`config.mk`:
```
export PLATFORM = sky130hd
export DESIGN_NAME = gpr_wb
export DESIGN_NICKNAME = d
export VERILOG_FILES = /design/src/rtl/gpr_wb.sv
export SDC_FILE = /design/constraint.sdc
export NUM_CORES = 1
export LEC_CHECK = 0
export BUFFER_PORTS_ARGS = -buffer_cell sky130_fd_sc_hd__buf_2
export CORE_MARGIN = 5
export CORE_UTILIZATION = 40
export CTS_CLUSTER_DIAMETER = 50
export DETAILED_ROUTE_END_ITERATION = 6
export PLACE_DENSITY = 0.58
export SLEW_MARGIN = 40
export SYNTH_ARGS = -nofsm -noshare
export SYNTH_HDL_FRONTEND = slang
export SYNTH_SLANG_ARGS = --single-unit
```
`constraint.sdc`:
```
create_clock -name clk -period 8.3 [get_ports clk]
set_input_delay 0.415 -clock clk [delete_from_list [all_inputs] [get_ports clk]]
set_output_delay 0.415 -clock clk [all_outputs]
set_load 0.01 [all_outputs]
```
`src/rtl/gpr_wb.sv`:
```
// Write-back queue in front of the gpr write port: arbitrates ALU/load results into
// an in-order FIFO, drains one entry per cycle, and forwards queued data to readers.
module gpr_wb #(
  parameter int unsigned DEPTH = 4
) (
  input  logic        clk,
  input  logic        rst,
  input  logic        alu_valid,
  output logic        alu_ready,
  input  logic [4:0]  alu_wa,
  input  logic [31:0] alu_wd,
  input  logic        ld_valid,
  output logic        ld_ready,
  input  logic [4:0]  ld_wa,
  input  logic [31:0] ld_wd,
  input  logic        wb_hold,
  output logic        gpr_we,
  output logic [4:0]  gpr_wa,
  output logic [31:0] gpr_wd,
  input  logic [4:0]  ra1,
  input  logic [4:0]  ra2,
  output logic        fwd1_hit,
  output logic        fwd2_hit,
  output logic [31:0] fwd1_data,
  output logic [31:0] fwd2_data,
  output logic        busy
);

  localparam int unsigned AW = (DEPTH > 1) ? $clog2(DEPTH) : 1;
  localparam int unsigned CW = AW + 1;

  logic [4:0]    wa_q [DEPTH];
  logic [31:0]   wd_q [DEPTH];
  logic [AW-1:0] wptr_q, wptr_d, rptr_q, rptr_d;
  logic [CW-1:0] count_q, count_d;
  logic          fwd1_hit_q, fwd1_hit_d, fwd2_hit_q, fwd2_hit_d;
  logic [31:0]   fwd1_data_q, fwd1_data_d, fwd2_data_q, fwd2_data_d;

  logic          full, sel_ld, push_hs, push, pop;
  logic [4:0]    push_wa;
  logic [31:0]   push_wd;
  logic [AW-1:0] idx;

  // Load wins arbitration; nothing is accepted while in reset
  assign full      = (count_q == CW'(DEPTH));
  assign ld_ready  = !rst && !full;
  assign alu_ready = !rst && !full && !ld_valid;
  assign sel_ld    = ld_valid && ld_ready;
  assign push_hs   = sel_ld || (alu_valid && alu_ready);
  assign push_wa   = sel_ld ? ld_wa : alu_wa;
  assign push_wd   = sel_ld ? ld_wd : alu_wd;
  assign push      = push_hs && (push_wa != 5'd0);

  assign busy   = (count_q != '0);
  assign gpr_we = busy && !wb_hold;
  assign gpr_wa = busy ? wa_q[rptr_q] : 5'd0;
  assign gpr_wd = busy ? wd_q[rptr_q] : 32'd0;
  assign pop    = gpr_we;

  assign fwd1_hit  = fwd1_hit_q;
  assign fwd2_hit  = fwd2_hit_q;
  assign fwd1_data = fwd1_data_q;
  assign fwd2_data = fwd2_data_q;

  always_comb begin
    wptr_d  = wptr_q + AW'(push);
    rptr_d  = rptr_q + AW'(pop);
    count_d = count_q + CW'(push) - CW'(pop);
  end

  // Walk oldest to newest so the newest matching entry overrides older ones
  always_comb begin
    fwd1_hit_d  = 1'b0;
    fwd2_hit_d  = 1'b0;
    fwd1_data_d = 32'd0;
    fwd2_data_d = 32'd0;
    idx         = '0;
    for (int unsigned k = 0; k < DEPTH; k++) begin
      idx = rptr_q + AW'(k);
      if (CW'(k) < count_q) begin
        if (ra1 != 5'd0 && wa_q[idx] == ra1) begin
          fwd1_hit_d  = 1'b1;
          fwd1_data_d = wd_q[idx];
        end
        if (ra2 != 5'd0 && wa_q[idx] == ra2) begin
          fwd2_hit_d  = 1'b1;
          fwd2_data_d = wd_q[idx];
        end
      end
    end
  end

  always_ff @(posedge clk) begin
    if (rst) begin
      wptr_q      <= '0;
      rptr_q      <= '0;
      count_q     <= '0;
      fwd1_hit_q  <= 1'b0;
      fwd2_hit_q  <= 1'b0;
      fwd1_data_q <= 32'd0;
      fwd2_data_q <= 32'd0;
      for (int unsigned i = 0; i < DEPTH; i++) begin
        wa_q[i] <= 5'd0;
        wd_q[i] <= 32'd0;
      end
    end else begin
      if (push) begin
        wa_q[wptr_q] <= push_wa;
        wd_q[wptr_q] <= push_wd;
      end
      wptr_q      <= wptr_d;
      rptr_q      <= rptr_d;
      count_q     <= count_d;
      fwd1_hit_q  <= fwd1_hit_d;
      fwd2_hit_q  <= fwd2_hit_d;
      fwd1_data_q <= fwd1_data_d;
      fwd2_data_q <= fwd2_data_d;
    end
  end

endmodule
```
==> out/qor.yml, run 1 <==
status: "finished, final reports clean"
met3_usage_pct: 3.28
maxCapViolations: 0
via_count: 10600
hold_buffers: 0
synth_top_flop_cell: "edfxtp_1"
timing.rr.end: "fwd1_data[27]$_SDFF_PP0_"
place_inst: 1776
reg2reg_slack_ps: 4170
syn_area_um2: 13400
cp_max_fo: 40
yosys_warnings: 0
area_growth_pct: 17.4
nets: 1455
startpoint_type: "register"
clock-sinks: 221
drtIter0Drc: 809
fin_crit_ps: 4130
place_congestion: 0.850
mostFrequentLayoutCells: "260 x nor2_1, 195 x buf_2, 148 x edfxtp_1"
cts_resized: 0
num_antenna_cells: 0
grt_max_degree: 70
grt.met2_usage_pct: 37.0
postRouteAntennaNets: 0
clk_pin_slew_ps: 60
synth-edff-count: 148
dp_hpwl_um: 26000
clockBufferDepth: 3
viasPerCell: 5.82
final_cells: 1829
dr.pass1.iters: 5
start_util_pct: 40.2
use_met1_pct: 28.2
synth_nets: 1323
grt-ovfl-total: 0
max-vdd-ir-drop_mv: 0.171
io_buffer_count: 195
busiest_layer: "met2"
drc_errors: 0
grt_pass1_wl_um: 62000
post_cts_buffers: 0
synth.avg_cell_area_um2: 10.9
fp-row-count: 67
worstPathRequired_ps: 8730
synth_seq_area_share_pct: 44.1
hold_path_end: "wd_q[3][26]$_DFFE_PP_"
ff2ff_path_depth: 10
hp-start: "alu_wd[26]"
root_buffer: "clkbuf_16"
setup-tns-final_ps: 0
leakagePower_nw: 6.38
powerDensity_nw_per_um2: 281
r2r_start: "rptr_q[0]$_SDFF_PP0_"
grt_pass1_vias: 10600
finalPower_w: 0.00442
cts_tree: "yes"
arrival_ps: 4550
maxSlewViolCount: 0
async_flop_share_pct: 0
htreeDepth: 1
die_h_um: 193
placeableCoreArea_um2: 33300
synth.ff_latch_count: 221
pin_count: 196
end_kind: "register"
hold_path_class: "input port to register"
max_slew_margin_pct: 47.0
grt.total_usage_pct: 21.3
syn_inst: 1227
antenna_found_initial: 0
final_common_cell: "nor2_1"
dieArea_um2: 37200
ys_types: 54
hold_viol_final: 0
worstHoldPathCells: 3
fin_crit_sh_pct: 49.7
setup_viol_count_final: 0
skew_ps: 23.3
wl_per_cell_um: 22.3
crit_type: "register to register"
clock_latency_ps: 560
rsz0062_at_grt: "no"
tightestPinTransition_ps: 795
die_w_um: 193
drive_above_1_share_pct: 29.2
max_freq_mhz: 242
routed_wl_um: 40800
cts_buffers: 28
cell type report:
class,count,area (um2)
Timing Repair Buffer,217,1170
Fill cell,3039,17600
Inverter,15,56.3
Tap cell,448,561
Clock inverter,14,191
Sequential cell,221,5910
Multi-Input combinational cell,876,6990
Clock buffer,38,836
sequential cells by signal, summed over array words and instances, names as in the netlist:
name,cells
fwd2_hit,1
count_q,3
fwd1_hit,1
wa_q,20
wptr_q,2
fwd1_data,32
rptr_q,2
fwd2_data,32
wd_q,128
synth_stat cells (6+ instances only):
library cell  count  area share (%)
inv_1            15            0.42
mux2i_1          91             6.8
o32ai_1          40             2.6
xnor2_1          22             1.4
a221oi_1         35             2.3
nor2b_1          42             2.0
buf_2            28             1.0
a21oi_1          40             1.5
nor3_1            7            0.26
a221o_1          22             1.6
dfxtp_1          73              11
edfxtp_1        148              33
mux4_2           67              11
nor2_1          260             7.3
xor2_1           13            0.85
clkbuf_1         61             1.7
o21ai_0          34             1.3
ha_1              6            0.56
a21o_1           22             1.2
nand2_1          46             1.3
and3_1           26             1.2
buf_1            17            0.48
mux2_2           39             3.3
where the power goes:
| group | total [W] | internal (W) | leakage [nW] | switching, W |
|---|---|---|---|---|
| logic | 0.00167 | 0.000723 | 3.74 | 0.000951 |
| clock network | 0.00132 | 0.000812 | 0.515 | 0.000508 |
| registers | 0.00143 | 0.00132 | 2.13 | 0.000106 |
logic make-up (layout without fill, tap and decap cells):
| family | count (synthesis) | in the layout | synth area share (%) |
|---|---|---|---|
| compound gates | 221 | 221 | 12.4 |
| mux | 202 | 202 | 22.3 |
| flops | 221 | 221 | 44.1 |
| fa+ha+maj | 7 | 7 | 0.710 |
| buf+inv | 130 | 284 | 4.34 |
| simple gates | 411 | 411 | 13.8 |
| xor+xnor | 35 | 35 | 2.29 |
through the flow:
step / util, % / setup slack [ps] / cell area [um2] / hold WS, ps
global placement: 43.9 / 3370 / 14600 / 553
detailed placement: 44.1 / 3620 / 14700 / 563
CTS: 47.1 / 3820 / 15700 / 256
floorplan: - / 5020 / 13400 / 524
global route: 47.2 / 3920 / 15700 / 296
finish: 47.2 / 4170 / 15700 / 269
critical path: stages (launching register included):
cell	delay, ps
dfxtp_4	510
buf_12	280
buf_4	570
mux4_2	630
a211o_1	290
a211oi_1	200
o2111ai_1	240
nor2_4	130
buf_4	490
a221oi_1	190
o32ai_1	380
worst max path at each step:
stage	startpoint	end	slack, ps	cells after the start
after global routing	rptr_q[0]$_SDFF_PP0_	fwd2_data[16]$_SDFF_PP0_	3920	10
after CTS	count_q[1]$_SDFF_PP0_	wd_q[0][1]$_SDFFCE_PN0P_	3820	9
after floorplan	count_q[1]$_SDFF_PP0_	count_q[2]$_SDFF_PP0_	5020	14
final	rptr_q[0]$_SDFF_PP0_	fwd1_data[27]$_SDFF_PP0_	4170	10
after detailed placement	rst	wd_q[0][25]$_SDFFCE_PN0P_	3620	9
after global placement	rst	wd_q[0][27]$_SDFFCE_PN0P_	3370	9
metal layers:
layer  part of all wire (%)  routed length [um]
met1                     42               17000
met2                     49               20200
met3                    6.9                2820
met4                    2.1                 854
met5                      0                   0
No activity file was read; power rests on OpenSTA's default activity.
==> inputs of run 2 (changes only) <==
==> constraint.sdc (replaced) <==
create_clock -name clk -period 4.2 [get_ports clk]
set_input_delay 0.21 -clock clk [delete_from_list [all_inputs] [get_ports clk]]
set_output_delay 0.21 -clock clk [all_outputs]
set_load 0.01 [all_outputs]
==> run 2 against run 1 <==
  * Total power up 99%
  * Non-clock buffer count up 12
  * Sequential share of layout area down 0.23 points
  * Core utilization grew 0.29 points
  * Worst setup slack got worse by 3300 ps
  * Hold slack worse by 220 ps
  * First-iteration DRC count decreased by 5.7%
  * Wire length up 0.70%
  * Sequential cell count stayed put
==> out/qor.yml, run 2 (synthesized netlist as in run 1, its figures left out) <==
path_buf_inv: 2
postRouteAntennaNets: 0
clock-sinks: 221
clk_pin_slew_ps: 60
die_h_um: 193
start_util_pct: 40.2
nets: 1468
final_common_cell: "nor2_1"
grt-ovfl-total: 0
tightestPinTransition_ps: 903
grt.met2_usage_pct: 38.1
placeableCoreArea_um2: 33300
hp-start: "alu_wd[5]"
grt.total_usage_pct: 21.9
drtIter0Drc: 763
fp-row-count: 67
grt_pass1_vias: 10800
hold_buffers: 0
clock_latency_ps: 560
cts_buffers: 29
dp_hpwl_um: 27100
hold_path_class: "input port to register"
ff2ff_path_depth: 9
grt_pass1_wl_um: 63100
timing.rr.end: "fwd1_data[23]$_SDFF_PP0_"
timing.hold.ws_ps: 47.2
routed_wl_um: 41100
maxSlewViolCount: 0
r2r_start: "rptr_q[1]$_SDFF_PP0_"
fin_crit_sh_pct: 79.7
startpoint_type: "register"
place_congestion: 0.851
wl_per_cell_um: 22.3
die_w_um: 193
worstPathRequired_ps: 4650
cp.depth: 9
rsz0062_at_grt: "no"
htreeDepth: 1
powerDensity_nw_per_um2: 555
drive_above_1_share_pct: 29.6
maxCapViolations: 0
max_flop_register: "wd_q"
cts_tree: "yes"
io_buffer_count: 195
crit_chain: "buf_4 > mux4_1 > xor2_1 > nor2_1 > o2111ai_1 > nor2_4 > buf_12 > a221oi_1 > o32ai_1"
antenna_found_initial: 0
busiest_layer: "met2"
pin_count: 196
status: "finished, final reports clean"
arrival_ps: 3800
max_slew_margin_pct: 39.8
crit_type: "register to register"
root_buffer: "clkbuf_16"
hold_viol_final: 0
cts_resized: 0
fin_crit_ps: 3350
drc_errors: 0
dr.pass1.iters: 5
largest_register_ffs: 128
clockBufferDepth: 3
slowest_delay_ps: 570
use_met1_pct: 28.0
max-vdd-ir-drop_mv: 0.381
grt_max_degree: 65
num_antenna_cells: 0
dieArea_um2: 37200
cp_max_fo: 52
met3_usage_pct: 3.71
skew_ps: 16.9
leakagePower_nw: 6.43
via_count: 10500
cp_top_family: "buffers and inverters"
setup-tns-final_ps: 0
post_cts_buffers: 0
viasPerCell: 5.72
crit_path_start: "rptr_q[1]$_SDFF_PP0_"
setup_viol_count_final: 0
mostFrequentLayoutCells: "260 x nor2_1, 195 x buf_2, 148 x edfxtp_1"
reg2reg_slack_ps: 850
cp-endpoint: "fwd1_data[23]$_SDFF_PP0_"
max_freq_mhz: 299
end_kind: "register"
area_growth_pct: 18.1
slowest_stage: "buf_4"
[run 2: worst reg2reg max path, cell delays in order, from the launching register on]
cell	delay [ps]
dfxtp_4	550
buf_4	580
mux4_1	530
xor2_1	190
nor2_1	100
o2111ai_1	260
nor2_4	390
buf_12	250
a221oi_1	130
o32ai_1	260
[run 2: layer usage]
| layer | vias to the layer above | part of all wire (%) |
|---|---|---|
| li1 | 4919 | - |
| met1 | 5189 | 42 |
| met2 | 369 | 50 |
| met3 | 60 | 6.3 |
| met4 | 0 | 2.5 |
| met5 | - | 0 |
[run 2: final cells by class]
class,count,area (um2)
well taps,448,561
fillers,3099,17500
flip-flops and latches,221,5910
clock buffers,34,754
repair buffers,229,1270
clock inverters,20,277
multi-input cells,876,6980
inverters,15,56.3
[run 2: worst min-delay path by stage]
stage	endpoint	slack [ps]	cells past startpoint
6_report	wd_q[3][5]$_DFFE_PP_	50	3
5_1_grt	wd_q[3][26]$_DFFE_PP_	60	3
4_1_cts	wd_q[3][21]$_DFFE_PP_	40	3
3_5_place_dp	wptr_q[1]$_SDFF_PP0_	570	2
3_3_place_gp	wptr_q[1]$_SDFF_PP0_	550	2
2_1_floorplan	alu_ready	470	1
[run 2: through the flow]
step / utilization (%) / total power [W] / cell area (um2) / std cells / setup WS, ps
6_report: 47.5 / 0.00878 / 15800 / 1843 / 854
5_1_grt: 47.5 / 0.00928 / 15800 / 1843 / 619
4_1_cts: 47.5 / 0.00884 / 15800 / 1843 / 825
3_5_place_dp: 44.4 / 0.00618 / 14800 / 1789 / 873
3_3_place_gp: 44.4 / 0.00613 / 14800 / 1789 / 932
2_1_floorplan: - / 0.00529 / 13400 / 1227 / 921
[run 2: power breakdown]
| part | internal (W) | switching (W) |
|---|---|---|
| clock network | 0.00166 | 0.000985 |
| logic | 0.00143 | 0.00187 |
| registers | 0.00261 | 0.000218 |
| total | 0.00570 | 0.00308 |
